<file path="src/rtl/aip_bridge_pkg.sv">
// Shared definitions for the picorv32-to-AIP bus bridge: register offsets,
// FSM states and the register decode helper.
package aip_bridge_pkg;

    localparam int AIP_CONF_W = 5;
    localparam int AIP_INT_W  = 16;

    localparam logic [7:0] OFF_DATA  = 8'h00;
    localparam logic [7:0] OFF_CONF  = 8'h04;
    localparam logic [7:0] OFF_START = 8'h08;
    localparam logic [7:0] OFF_PEND  = 8'h0C;
    localparam logic [7:0] OFF_MASK  = 8'h10;

    typedef enum logic [1:0] {
        IDLE,
        DECODE,
        WAIT,
        RESP
    } state_e;

    typedef enum logic [2:0] {
        REG_DATA,
        REG_CONF,
        REG_START,
        REG_PEND,
        REG_MASK,
        REG_NONE
    } reg_e;

    function automatic reg_e decode_reg(input logic [7:0] off);
        reg_e r;
        case (off)
            OFF_DATA:  r = REG_DATA;
            OFF_CONF:  r = REG_CONF;
            OFF_START: r = REG_START;
            OFF_PEND:  r = REG_PEND;
            OFF_MASK:  r = REG_MASK;
            default:   r = REG_NONE;
        endcase
        return r;
    endfunction

endpackage

</file>
<file path="src/rtl/aip_irq_latch.sv">
// Sticky interrupt latch: core lines OR into PENDING every cycle, CPU clears
// with write-one-to-clear, and a registered IRQ is raised on PENDING & MASK.
module aip_irq_latch
    import aip_bridge_pkg::*;
(
    input  logic                 clk,
    input  logic                 rst,
    input  logic [AIP_INT_W-1:0] i_int,
    input  logic [AIP_INT_W-1:0] i_clr,
    input  logic                 i_mask_we,
    input  logic [AIP_INT_W-1:0] i_mask_wdata,
    output logic [AIP_INT_W-1:0] o_pending,
    output logic [AIP_INT_W-1:0] o_mask,
    output logic                 o_irq
);

    logic [AIP_INT_W-1:0] pending_q;
    logic [AIP_INT_W-1:0] mask_q;
    logic                 irq_q;

    always_ff @(posedge clk or posedge rst) begin
        if (rst) begin
            pending_q <= '0;
            mask_q    <= '0;
            irq_q     <= 1'b0;
        end else begin
            // a line that is still high re-sets its bit in the same cycle it is cleared
            pending_q <= (pending_q & ~i_clr) | i_int;
            if (i_mask_we) begin
                mask_q <= i_mask_wdata;
            end
            irq_q <= |(pending_q & mask_q);
        end
    end

    assign o_pending = pending_q;
    assign o_mask    = mask_q;
    assign o_irq     = irq_q;

endmodule

</file>
<file path="src/rtl/aip_bus_bridge.sv">
// picorv32 native-bus slave that turns register accesses into single-cycle
// AIP read/write/start strobes and reports core interrupts as a masked IRQ.
//
//  state  | meaning
//  IDLE   | waiting for a selected CPU request
//  DECODE | request latched; issue AIP strobe or update bridge register
//  WAIT   | counting read latency before capturing core data
//  RESP   | one-cycle ready pulse with read data
module aip_bus_bridge
    import aip_bridge_pkg::*;
#(
    parameter int READ_LATENCY = 1,
    parameter int AW           = 5
) (
    input  logic                  clk,
    input  logic                  rst,
    input  logic                  i_sel,
    input  logic                  i_cpu_mem_valid,
    input  logic [31:0]           i_cpu_mem_addr,
    input  logic [31:0]           i_cpu_mem_wdata,
    input  logic [3:0]            i_cpu_mem_wstrb,
    output logic [31:0]           o_cpu_mem_rdata,
    output logic                  o_cpu_mem_ready,
    output logic                  o_cpu_irq,
    output logic [31:0]           o_aip_dataIn,
    input  logic [31:0]           i_aip_dataOut,
    output logic [AIP_CONF_W-1:0] o_aip_config,
    output logic                  o_aip_read,
    output logic                  o_aip_write,
    output logic                  o_aip_start,
    input  logic [AIP_INT_W-1:0]  i_aip_int
);

    state_e                state_q, state_d;
    reg_e                  req_reg_q, req_reg_d;
    logic                  req_we_q;
    logic [15:0]           req_wdata_q;
    logic [AIP_CONF_W-1:0] conf_q;
    logic [31:0]           data_in_q;
    logic [31:0]           rdata_q;
    logic [2:0]            wait_q;
    logic                  accept;
    logic                  rd_stb, wr_stb, st_stb, mask_we, ready;
    logic [AIP_INT_W-1:0]  pend_clr, pending, mask;
    logic                  unused_addr;

    assign unused_addr = ^i_cpu_mem_addr[31:AW];
    assign req_reg_d   = decode_reg(8'(i_cpu_mem_addr[AW-1:0]));
    assign accept      = (state_q == IDLE) && i_sel && i_cpu_mem_valid;

    always_comb begin
        state_d  = state_q;
        rd_stb   = 1'b0;
        wr_stb   = 1'b0;
        st_stb   = 1'b0;
        mask_we  = 1'b0;
        pend_clr = '0;
        ready    = 1'b0;
        case (state_q)
            IDLE: begin
                if (accept) begin
                    state_d = DECODE;
                end
            end
            DECODE: begin
                state_d = RESP;
                if (req_reg_q == REG_DATA) begin
                    if (req_we_q) begin
                        wr_stb = 1'b1;
                    end else begin
                        rd_stb  = 1'b1;
                        state_d = WAIT;
                    end
                end else if (req_we_q) begin
                    case (req_reg_q)
                        REG_START: st_stb   = req_wdata_q[0];
                        REG_PEND:  pend_clr = req_wdata_q[AIP_INT_W-1:0];
                        REG_MASK:  mask_we  = 1'b1;
                        default:   ;
                    endcase
                end
            end
            WAIT: begin
                if (wait_q == 3'd0) begin
                    state_d = RESP;
                end
            end
            RESP: begin
                ready   = 1'b1;
                state_d = IDLE;
            end
            default: state_d = IDLE;
        endcase
    end

    always_ff @(posedge clk or posedge rst) begin
        if (rst) begin
            state_q <= IDLE;
        end else begin
            state_q <= state_d;
        end
    end

    always_ff @(posedge clk or posedge rst) begin
        if (rst) begin
            req_reg_q   <= REG_NONE;
            req_we_q    <= 1'b0;
            req_wdata_q <= '0;
            conf_q      <= '0;
            data_in_q   <= '0;
            rdata_q     <= '0;
            wait_q      <= '0;
        end else begin
            if (accept) begin
                req_reg_q   <= req_reg_d;
                req_we_q    <= |i_cpu_mem_wstrb;
                req_wdata_q <= i_cpu_mem_wdata[15:0];
                // loaded at accept so dataIn is already valid during the write strobe
                if (req_reg_d == REG_DATA && |i_cpu_mem_wstrb) begin
                    data_in_q <= i_cpu_mem_wdata;
                end
            end
            if (state_q == DECODE) begin
                wait_q  <= 3'(READ_LATENCY - 1);
                rdata_q <= '0;
                if (req_we_q) begin
                    if (req_reg_q == REG_CONF) begin
                        conf_q <= req_wdata_q[AIP_CONF_W-1:0];
                    end
                end else begin
                    case (req_reg_q)
                        REG_CONF: rdata_q <= 32'(conf_q);
                        REG_PEND: rdata_q <= 32'(pending);
                        REG_MASK: rdata_q <= 32'(mask);
                        default:  rdata_q <= '0;
                    endcase
                end
            end
            if (state_q == WAIT) begin
                if (wait_q == 3'd0) begin
                    rdata_q <= i_aip_dataOut;
                end else begin
                    wait_q <= wait_q - 3'd1;
                end
            end
        end
    end

    aip_irq_latch u_irq (
        .clk          (clk),
        .rst          (rst),
        .i_int        (i_aip_int),
        .i_clr        (pend_clr),
        .i_mask_we    (mask_we),
        .i_mask_wdata (req_wdata_q[AIP_INT_W-1:0]),
        .o_pending    (pending),
        .o_mask       (mask),
        .o_irq        (o_cpu_irq)
    );

    assign o_cpu_mem_ready = ready;
    assign o_cpu_mem_rdata = ready ? rdata_q : '0;
    assign o_aip_dataIn    = data_in_q;
    assign o_aip_config    = conf_q;
    assign o_aip_read      = rd_stb;
    assign o_aip_write     = wr_stb;
    assign o_aip_start     = st_stb;

endmodule

</file>
<file path="config.mk">
export PLATFORM = sky130hd
export DESIGN_NAME = aip_bus_bridge
export DESIGN_NICKNAME = d
export VERILOG_FILES = /design/src/rtl/aip_bridge_pkg.sv /design/src/rtl/aip_irq_latch.sv /design/src/rtl/aip_bus_bridge.sv
export SDC_FILE = /design/constraint.sdc
export NUM_CORES = 1
export LEC_CHECK = 0
export CORE_MARGIN = 3
export CORE_UTILIZATION = 41
export DETAILED_ROUTE_END_ITERATION = 6
export PLACE_DENSITY = 0.76
export SKIP_LAST_GASP = 1
export SYNTH_ARGS = -nofsm -noshare
export SYNTH_HDL_FRONTEND = slang
export SYNTH_SLANG_ARGS = --single-unit
</file>
<file path="constraint.sdc">
create_clock -name clk -period 3.9 [get_ports clk]
set_input_delay 0.39 -clock clk [delete_from_list [all_inputs] [get_ports clk]]
set_output_delay 0.39 -clock clk [all_outputs]
set_load 0.02 [all_outputs]
</file>
==> flow_summary.yaml <==
run_status:
  status: "finished clean"
layout:
  syn_to_final_growth_pct: 41.0
  diodes: 0
  multi_input_comb_area_mm2: 0.00233
  nFillCells: 1104
  fin_nets: 770
  final_cells: 833
  drive_gt1_frac: 0.158
  final_util: 0.600
  regArea_mm2: 0.00318
logic_synthesis:
  syn_area_mm2: 0.00572
  async_reset_ff_frac: 1.00
  synth_common_cells: "125 x dfrtp_1, 61 x nand2_1, 59 x mux2_2"
  synth.distinct_cells: 45
  ys_ff_latch: 127
  synthCells: 483
  ys_warn_count: 0
  synth_top_cell_by_area: "dfrtp_1"
  dominantRegCellSynth: "dfrtp_1"
  syn_avg_cell_area_um2: 11.8
  synth_edf_count: 0
  synth_area_leaders: "dfrtp_1 55%, mux2_2 12%, nand2_1 4.0%"
  ys_seq_area_frac: 0.556
  synth_top_area_frac: 0.547
  synth_fp_nets: 609
  synth.most_common_cell: "dfrtp_1"
placed_design:
  place.gp.congestion: 0.818
  hpwl_um: 9920
  port_buffers: 166
  place_ws_ns: 1.28
  place_inst: 801
floorplanning:
  die_h_um: 124
  fp.coreArea_mm2: 0.0135
  start_util: 0.425
  die_x_um: 124
  die-area_mm2: 0.0154
  io_pins: 194
  placementRows: 42
global_route:
  grt_util_all_layers: 0.188
  use_met1: 0.242
  antenna_found_initial: 0
  grt_pass1_wl_um: 22300
  grt_max_degree: 114
  grt_most_used_layer: "met2"
  met2_usage: 0.305
  gr-total-overflow: 0
  grt_use_met3: 0.0649
  grt_pass1_vias: 4459
worst_hold_path:
  hold_class: "reg -> reg"
clock_network:
  holdBufCountCts: 0
  htree_levels: 4
  cts_sinks: 127
  cts_buffers: 17
  clock_path_buffers: 2
  cts.reportedPaths.clkPinSlew_ns: 0.05
  post-cts-setup-buffers: 0
  cts-root-buf: "clkbuf_16"
  cts.repair.resized: 0
  clock_latency_ns: 0.41
  tritoncts: "done"
worst_setup_path:
  worstSetupStartpointType: "register"
  cp.required_ns: 3.51
  crit_type: "reg -> out"
  crit_fanout: 40
  crit_path_end_kind: "primary output"
  arrival_ns: 2.53
power_and_ir_drop:
  power.density_mw_per_mm2: 669
  p_leak_uw: 0.00345
  peakVddDrop_mv: 0.329
timing:
  slew_headroom: 0.311
  setup_ws_ns: 0.977
  hold_violations: 0
  hold_slack_ns: 0.499
  min_period_ns: 2.92
  min_period_over_period: 0.750
  clock.fmax_mhz: 342
  finalSetupViolCount: 0
  worst_pin_slew_ns: 1.03
  rsz0062_at_grt: "false"
  tns_ns: 0
  fin_skew_ns: 0.00740
  maxSlewViolCount: 0
route:
  dr.pass1.iters: 4
  ant_nets: 0
  wire_per_inst_um: 16.7
  drc_errors: 0
  viasPerCell: 5.13
  vias: 4277
  drt_iter0_drc: 154
  wirelength_um: 13900
job:
  maxCapViolCount: 0
-- worst paths after layout --
kind / start / endpoint / slack (ns) / cells past startpoint
max reg2reg: req_reg_q[1] / u_irq.o_mask[9] / 1.38 / 3
max: state_q[1] / o_aip_write / 0.98 / 6
max in group asynchronous: rst / rdata_q[27] / 2.52 / 3
min: wait_q[0] / wait_q[0] / 0.50 / 1
min in group asynchronous: rst / rdata_q[9] / 0.58 / 2
min reg2reg: wait_q[0] / wait_q[0] / 0.50 / 1
-- per-stage QoR --
stage / total power (µW) / instance area (µm²)
after floorplan: 3240 / 5720
after global placement: 3870 / 7500
after detailed placement: 3960 / 7500
after CTS: 5440 / 8070
after global routing: 5730 / 8070
final: 5390 / 8070
-- cell type report --
class | instances | area share
flip-flops and latches | 127 | 0.394
multi-input cells | 306 | 0.289
repair buffers | 169 | 0.209
clock buffers | 21 | 0.0596
well taps | 176 | 0.0273
inverters | 23 | 0.0113
clock inverters | 11 | 0.0101
-- cells in the final DEF (no fill, tap or decap), types with 10 or more instances in the layout --
cell / netlist / final
mux2_2: 59 / 59
o21a_1: 11 / 11
and2_1: 32 / 32
inv_1: 23 / 22
a22oi_1: 12 / 12
clkdlybuf4s50_1: 0 / 166
dfrtp_1: 125 / 125
o21ai_0: 11 / 11
nand3b_1: 23 / 23
a21o_1: 16 / 16
clkbuf_16: 0 / 17
o221ai_1: 11 / 11
mux2_1: 10 / 10
nand2_1: 61 / 61
-- registers in the layout (all words and copies together), names as in the netlist, 2 cells and up --
| register | count |
|---|---|
| o_aip_config | 5 |
| o_aip_dataIn | 32 |
| rdata_q | 32 |
| req_reg_q | 3 |
| req_wdata_q | 16 |
| state_q | 2 |
| u_irq.o_mask | 16 |
| u_irq.o_pending | 16 |
| wait_q | 3 |
-- power by group --
| part | switching (µW) | internal, µW | leakage [µW] |
|---|---|---|---|
| sequential | 322 | 1730 | 0.00156 |
| combinational | 927 | 948 | 0.00161 |
| clock | 580 | 882 | 0.000272 |
| total | 1830 | 3560 | 0.00345 |
-- per-layer routing --
metal / share of wire / wire [µm]
met4: 0.0081 / 113
met3: 0.079 / 1090
met2: 0.49 / 6760
met5: 0 / 0
met1: 0.43 / 5930
-- kinds of logic after synthesis --
kind of cell / count (synthesis) / share of synthesized area
flip-flops: 127 / 0.556
adder cells (fa/ha/maj): 6 / 0.0131
AO/OA/AOI/OAI: 87 / 0.114
buffers and inverters: 50 / 0.0370
AND/OR/NAND/NOR: 143 / 0.143
multiplexers: 70 / 0.138
-- critical path, cell delays in order (launching register included) --
cell and delay [ns]:
dfrtp_1 0.42, inv_1 0.11, ha_1 0.15, buf_4 0.32
nand3b_1 0.24, nor3_1 0.24, clkdlybuf4s50_1 0.64
Power figures use the tool's default switching activity.
